### src/rtl/game_flow_controller.sv
// +--------------------------------------------------------------------------+
// | Module  : game_flow_controller                                           |
// | Purpose : Frame-rate game sequencer. It turns keycodes into single-shot  |
// |           key events and steps TITLE/READY/PLAY/PAUSE/OVER.              |
// | Option  : define GAME_FLOW_PAUSE_EN to build the PAUSE state and the     |
// |           KEY_PAUSE handling                                             |
// | Rev     : 1.0  initial release                                           |
// +--------------------------------------------------------------------------+
`default_nettype none

module game_flow_controller #(
    parameter logic [7:0] KEY_START    = 8'h2C,
    parameter logic [7:0] KEY_BACK     = 8'h05,
`ifdef GAME_FLOW_PAUSE_EN
    parameter logic [7:0] KEY_PAUSE    = 8'h13,
`endif
    parameter logic [7:0] READY_FRAMES = 8'd120,
    parameter logic [7:0] OVER_FRAMES  = 8'd180
) (
    input  logic       frame_clk,
    input  logic       Reset,
    input  logic [7:0] keycode,
    input  logic [1:0] life,
    output logic [2:0] game_state,
    output logic       run_en,
    output logic       load_level,
    output logic [7:0] countdown,
    output logic       start_evt,
    output logic       back_evt
);

    typedef enum logic [2:0] {
        S_TITLE = 3'd0,
        S_READY = 3'd1,
        S_PLAY  = 3'd2,
        S_PAUSE = 3'd3,
        S_OVER  = 3'd4
    } state_t;

    state_t     r_state;
    state_t     w_state_nx;
    logic [7:0] r_key_prev;
    logic [7:0] r_cnt;
    logic [7:0] w_cnt_nx;
    logic       r_run_en;
    logic       r_load;
    logic       r_start;
    logic       r_back;
    logic       w_load_nx;
    logic       w_start_nx;
    logic       w_back_nx;
    logic       w_start_press;
    logic       w_back_press;

    // A press is the first frame a keycode shows up, so holding a key gives one event.
    assign w_start_press = (keycode == KEY_START) && (r_key_prev != KEY_START);
    assign w_back_press  = (keycode == KEY_BACK)  && (r_key_prev != KEY_BACK);

`ifdef GAME_FLOW_PAUSE_EN
    logic w_pause_press;
    assign w_pause_press = (keycode == KEY_PAUSE) && (r_key_prev != KEY_PAUSE);
`endif

    always_comb begin
        w_state_nx = r_state;
        w_cnt_nx   = 8'd0;
        w_load_nx  = 1'b0;
        w_start_nx = w_start_press;
        w_back_nx  = w_back_press;
        case (r_state)
            S_TITLE: begin
                if (w_start_press) begin
                    w_state_nx = S_READY;
                    w_load_nx  = 1'b1;
                    w_cnt_nx   = READY_FRAMES - 8'd1;
                end
            end
            S_READY: begin
                if (w_back_press) begin
                    w_state_nx = S_TITLE;
                end else if (r_cnt == 8'd0) begin
                    w_state_nx = S_PLAY;
                end else begin
                    w_cnt_nx = r_cnt - 8'd1;
                end
            end
            S_PLAY: begin
                // Losing the last life has priority over any key in the same frame.
                if (life == 2'd0) begin
                    w_state_nx = S_OVER;
                    w_cnt_nx   = OVER_FRAMES - 8'd1;
                end else if (w_back_press) begin
                    w_state_nx = S_TITLE;
`ifdef GAME_FLOW_PAUSE_EN
                end else if (w_pause_press) begin
                    w_state_nx = S_PAUSE;
`endif
                end
            end
`ifdef GAME_FLOW_PAUSE_EN
            S_PAUSE: begin
                if (w_back_press) begin
                    w_state_nx = S_TITLE;
                end else if (w_pause_press || w_start_press) begin
                    w_state_nx = S_PLAY;
                end
            end
`endif
            S_OVER: begin
                if (w_start_press) begin
                    w_state_nx = S_READY;
                    w_load_nx  = 1'b1;
                    w_cnt_nx   = READY_FRAMES - 8'd1;
                end else if (w_back_press || (r_cnt == 8'd0)) begin
                    w_state_nx = S_TITLE;
                end else begin
                    w_cnt_nx = r_cnt - 8'd1;
                end
            end
            default: begin
                // Unused encodings recover quietly to TITLE.
                w_state_nx = S_TITLE;
                w_start_nx = 1'b0;
                w_back_nx  = 1'b0;
            end
        endcase
    end

    always_ff @(posedge frame_clk) begin
        if (Reset) begin
            r_state    <= S_TITLE;
            r_key_prev <= 8'h00;
            r_cnt      <= 8'd0;
            r_run_en   <= 1'b0;
            r_load     <= 1'b0;
            r_start    <= 1'b0;
            r_back     <= 1'b0;
        end else begin
            r_state    <= w_state_nx;
            r_key_prev <= keycode;
            r_cnt      <= w_cnt_nx;
            r_run_en   <= (w_state_nx == S_PLAY);
            r_load     <= w_load_nx;
            r_start    <= w_start_nx;
            r_back     <= w_back_nx;
        end
    end

    assign game_state = r_state;
    assign countdown  = r_cnt;
    assign run_en     = r_run_en;
    assign load_level = r_load;
    assign start_evt  = r_start;
    assign back_evt   = r_back;

endmodule

`default_nettype wire

### config.mk
export PLATFORM = sky130hd
export DESIGN_NAME = game_flow_controller
export DESIGN_NICKNAME = d
export VERILOG_FILES = /design/src/rtl/game_flow_controller.sv
export SDC_FILE = /design/constraint.sdc
export NUM_CORES = 1
export LEC_CHECK = 0
export ABC_AREA = 0
export BUFFER_PORTS_ARGS = -buffer_cell sky130_fd_sc_hd__buf_4
export CORE_UTILIZATION = 50
export DETAILED_ROUTE_END_ITERATION = 6
export GPL_TIMING_DRIVEN = 0
export MAX_ROUTING_LAYER = met4
export PLACE_DENSITY = 0.84
export SLEW_MARGIN = 5
export SYNTH_ARGS = -nofsm -noshare
export SYNTH_HDL_FRONTEND = slang
export SYNTH_SLANG_ARGS = --single-unit
### constraint.sdc
create_clock -name frame_clk -period 3.04 [get_ports frame_clk]
set_clock_uncertainty 0.15 [all_clocks]
set_input_delay 0.304 -clock frame_clk [delete_from_list [all_inputs] [get_ports frame_clk]]
set_output_delay 0.304 -clock frame_clk [all_outputs]
set_load 0.01 [all_outputs]
# --- Word-level counts from Yosys, hierarchy flattened ---
# Cells that the tools add are included.
totals:
  output_inout_bits: 15
  input_bits: 12
  elab_cells: 44
  reg_bits: 23
op_classes:
  n_reduce_logical: 10
  eq_ne: 8
  bitwise: 2
  n_addsub: 1
  n_mux: 16
op_table:
  columns: ["cell", "count"]
  rows:
  - ["8-bit 2-to-1 mux", 5]
  - ["8-bit one-hot mux with 4 select lines", 1]
  - ["3-bit 2-to-1 mux", 7]
  - ["3-bit one-hot mux with 4 select lines", 1]
  - ["8-bit by 3-bit equality test with 1-bit output (second input constant)", 1]
  - ["8-bit by 6-bit equality test with 1-bit output (second input constant)", 1]
  - ["8-bit zero test", 1]
  - ["8-bit by 3-bit inequality test with 1-bit output (second input constant)", 1]
  - ["8-bit by 6-bit inequality test with 1-bit output (second input constant)", 1]
  - ["8-bit by 1-bit subtractor with 8-bit output (second input constant)", 1]
  - ["7-bit 2-to-1 mux", 1]
  - ["3-bit by 2-bit equality test with 1-bit output (second input constant)", 2]
  - ["2-bit OR reduction", 3]
  - ["4-bit OR reduction", 1]
  - ["3-bit by 1-bit equality test with 1-bit output (second input constant)", 1]
  - ["3-bit equality test (second input constant)", 1]
  - ["3-bit zero test", 1]
  - ["1-bit logical AND", 2]
  - ["2-bit zero test", 1]
  - ["1-bit inverter", 2]
  - ["1-bit logical OR", 1]
  - ["1-bit 2-to-1 mux", 1]

# --- Depth between registers and ports, before layout ---
depth:
  depth_word: 7
  mapped_depth: 7
  depth_no_buf: 7

# --- Least setup slack after synthesis ---
# No wires, ideal clock.
synth_timing:
  kind: "reg-to-reg"
  from: "reg r_cnt[0] (netlist: countdown[0])"
  to: "reg r_cnt[1] (netlist: countdown[1])"
  synth_period_minus_slack_ns: 1.894
  slack_ns: 1.146
  t_required_ns: 2.818
  setup_time_ns: 0.072
  stages_incl_launch_ff: 8
  arrival_time_ns: 1.672
  path_buffers: 0
  cell_sequence: "dfxtp_1 inv_1 ha_1 nor3b_1 a211oi_1 nand2_1 or2_0 a21oi_1"
synth_between:
  elab_chain_cells: 5
  word_cells_on_any_way: 8
  cone_classes: "add/sub (1); mux (5); reduce/logical (2)"
synth_lines:
  columns: ["element", "line_no", "text"]
  rows:
  - ["from (decl)", "43", "logic [7:0] r_cnt;"]
  - ["from (signal assigned)", "141", "r_cnt <= w_cnt_nx;"]
  - ["parallel branches: the longest is 4 deep, another holds 8-bit by 1-bit subtractor with 8-bit output", null, null]
  - ["8-bit one-hot mux with 4 select lines *", "70", "case (r_state)"]
# Mark *: on every way between the ends.
# A chain may end at the register's enable or synchronous reset.

# --- Worst setup path after layout ---
# Ends and elaborated chain as after synthesis.

==> run_results.csv <==
group,metric,value,unit
outcome,status,"completed",
job,drv_cap,0,
worst_setup_path,startpoint_type,"flop",
global_route,antenna_found_initial,0,
clocking,htree_levels,1,
floorplanning,core-area,1800,um2
placement,place_area,1240,um2
timing,drv_slew,0,
floorplanning,floorplan.die_area,2210,um2
floorplanning,rows,15,
timing,fin_crit_sh,71.3,%
min_path,holdPathStages,2,
timing,post-route-min-period,2170,ps
global_route,globalRouteTotalUtil,21.8,%
global_route,grt_max_degree,13,
routing,firstDrtPassIters,4,
logic_synthesis,synth_top_area_share,45.5,%
clocking,cts_buffers,3,
worst_setup_path,reg2reg_from,"countdown[0]$_SDFF_PP0_",
clocking,cts_root_buf,"clkbuf_4",
global_route,grt-busiest-layer,"met2",
placement,place_congestion,0.761,
global_route,grt_pass1_wl,3190,um
routing,drc,0,
worst_setup_path,worstPathArrival,2250,ps
logic_synthesis,synth_nets,119,
worst_setup_path,regToRegSetupSlack,870,ps
worst_setup_path,timing.rr.end,"countdown[1]$_SDFF_PP0_",
clocking,cts_max_path_buffers,2,
clocking,clock_latency,300,ps
power_and_ir_drop,max-vdd-ir-drop,329,uV
layout,area_delta_synth_final,25.0,%
floorplanning,initial_core_util,56.1,%
worst_setup_path,setup.worst_path.end_class,"flop",
logic_synthesis,synthCells,105,
clocking,post_cts_buffers,0,
worst_setup_path,reg2reg_depth,7,
logic_synthesis,yosysMostFrequentCell,"dfxtp_1",
worst_setup_path,crit_path_max_fanout,5,
placement,placedCellCount,156,
floorplanning,die_h,47.0,um
logic_synthesis,syn_area,1010,um2
logic_synthesis,synth_warnings,0,
clocking,cts_tree,"yes",
logic_synthesis,synthTopCellsByArea,"dfxtp_1, nor2b_1, a21oi_1",
placement,io_buffers,26,
layout,n_antenna_cell,0,
min_path,hp-start,"Reset",
layout,final_area,1260,um2
global_route,grt_use_met3,2.31,%
logic_synthesis,ys_seq_area_share,45.5,%
routing,num_vias,877,
logic_synthesis,yosysTopAreaCell,"dfxtp_1",
clocking,cts_sinks,23,
timing,setup_tns,0,ps
worst_setup_path,crit_type,"reg -> reg",
placement,hpwlAfterDp,1580,um
routing,drt-vias-per-instance,5.48,
worst_setup_path,cp_data_required_time,3120,ps
timing,final-setup-viol-count,0,
min_path,hold_class,"in -> reg",
routing,drt-total-wl,2020,um
global_route,met1_usage,25.5,%
logic_synthesis,synth_ff_type,"dfxtp_1",
routing,wl_per_cell,12.6,um
clocking,postCtsResizedCells,0,
layout,nets,150,
routing,first_iter_violations,13,
logic_synthesis,async_flop_share,0,%
timing,fmax,0.461,GHz
floorplanning,fp.dieW,47.0,um
global_route,overflow,0,
logic_synthesis,yosys_register_bits,23,
clocking,hold_buffers,0,
timing,hold_violations,0,
routing,postRouteAntennaNets,0,
logic_synthesis,synth_edf_count,0,
timing,worst_pin_slew,665,ps
power_and_ir_drop,p_leak,0.517,nW
floorplanning,boundaryPins,27,
layout,instances_no_fill,160,
logic_synthesis,synth_cell_type_count,34,
clocking,clk_pin_slew,120,ps
timing,rsz0062_at_grt,"false",
logic_synthesis,synth_common_cells,"dfxtp_1, nor2b_1, a21oi_1",
logic_synthesis,avgSynthCellArea,9.63,um2
min_path,hold_end,"r_key_prev[0]$_SDFF_PP0_",
layout,drive_gt1_share,24.4,%
power_and_ir_drop,power_density,380,nW/um2
global_route,grt_use_met2,36.4,%
global_route,grt_pass1_vias,746,
timing,slew-limit-headroom,55.6,%
-- metal layers --
layer  vias up  wire length [um]
met3         2                51
met2        21              1040
met5         -                 0
li1        440                 -
met4         0                22
met1       414               912
-- critical path: stages, from the launching register on --
cell and delay, ps:
dfxtp_1 410, inv_1 100, ha_1 190, nor3b_1 150, a211oi_1 560, nand2_1 150
or2_0 240, a21oi_1 150
-- cell usage in the layout, fill, tap and decap left out, drive strengths merged, types with 2 or more instances in the layout --
| master | Yosys | routed |
|---|---|---|
| a211oi | 3 | 3 |
| a21oi | 8 | 8 |
| buf | 1 | 27 |
| clkbuf | 2 | 6 |
| dfxtp | 23 | 23 |
| ha | 2 | 2 |
| inv | 3 | 3 |
| nand2 | 5 | 5 |
| nand2b | 3 | 3 |
| nand3 | 4 | 4 |
| nand3b | 2 | 2 |
| nor2 | 7 | 7 |
| nor2b | 10 | 10 |
| nor3 | 2 | 2 |
| nor4 | 5 | 5 |
| nor4b | 2 | 2 |
| nor4bb | 2 | 2 |
| o32ai | 2 | 2 |
| or4 | 2 | 2 |
| xnor2 | 3 | 3 |
| xor2 | 3 | 3 |
-- worst max path at each step --
| stage | end | slack [ps] | from |
|---|---|---|---|
| floorplan | countdown[1]$_SDFF_PP0_ | 1150 | countdown[0]$_SDFF_PP0_ |
| global placement | countdown[7]$_SDFF_PP0_ | 1030 | r_key_prev[1]$_SDFF_PP0_ |
| detailed placement | countdown[1]$_SDFF_PP0_ | 920 | countdown[0]$_SDFF_PP0_ |
| CTS | countdown[1]$_SDFF_PP0_ | 880 | countdown[0]$_SDFF_PP0_ |
| global route | countdown[1]$_SDFF_PP0_ | 720 | countdown[0]$_SDFF_PP0_ |
| finish | countdown[1]$_SDFF_PP0_ | 870 | countdown[0]$_SDFF_PP0_ |
-- logic make-up after synthesis --
kind of cell             synth area share, %
AO/OA/AOI/OAI                           15.5
XOR/XNOR                                5.20
adder cells (fa/ha/maj)                 2.47
buffers and inverters                   2.35
flip-flops                              45.5
AND/OR/NAND/NOR                         29.0
-- registers in the layout, indices dropped and copies added (netlist names) --
| name | cells |
|---|---|
| back_evt | 1 |
| countdown | 8 |
| game_state | 3 |
| load_level | 1 |
| r_key_prev | 8 |
| run_en | 1 |
| start_evt | 1 |
-- layout make-up --
type / count / area [um2]
Multi-Input combinational cell: 76 / 527
Sequential cell: 23 / 460
Inverter: 3 / 11.3
Timing Repair Buffer: 26 / 195
Tap cell: 25 / 31.3
Buffer: 3 / 12.5
Fill cell: 164 / 538
Clock buffer: 4 / 26.3
-- metrics by stage --
step,hold slack (ps),setup WS [ps],power (mW),util (%)
floorplan,226,1150,0.334,-
global placement,359,1030,0.351,68.7
detailed placement,364,924,0.352,68.7
CTS,33.1,885,0.485,70.1
global route,28.8,723,0.504,70.1
finish,40.7,871,0.481,70.1
-- report_power, final --
part           switching (mW)  total, mW  internal, mW
combinational          0.0163     0.0354        0.0191
sequential            0.00262      0.310         0.307
clock                  0.0844      0.135        0.0511
No activity file was read; power rests on OpenSTA's default activity.
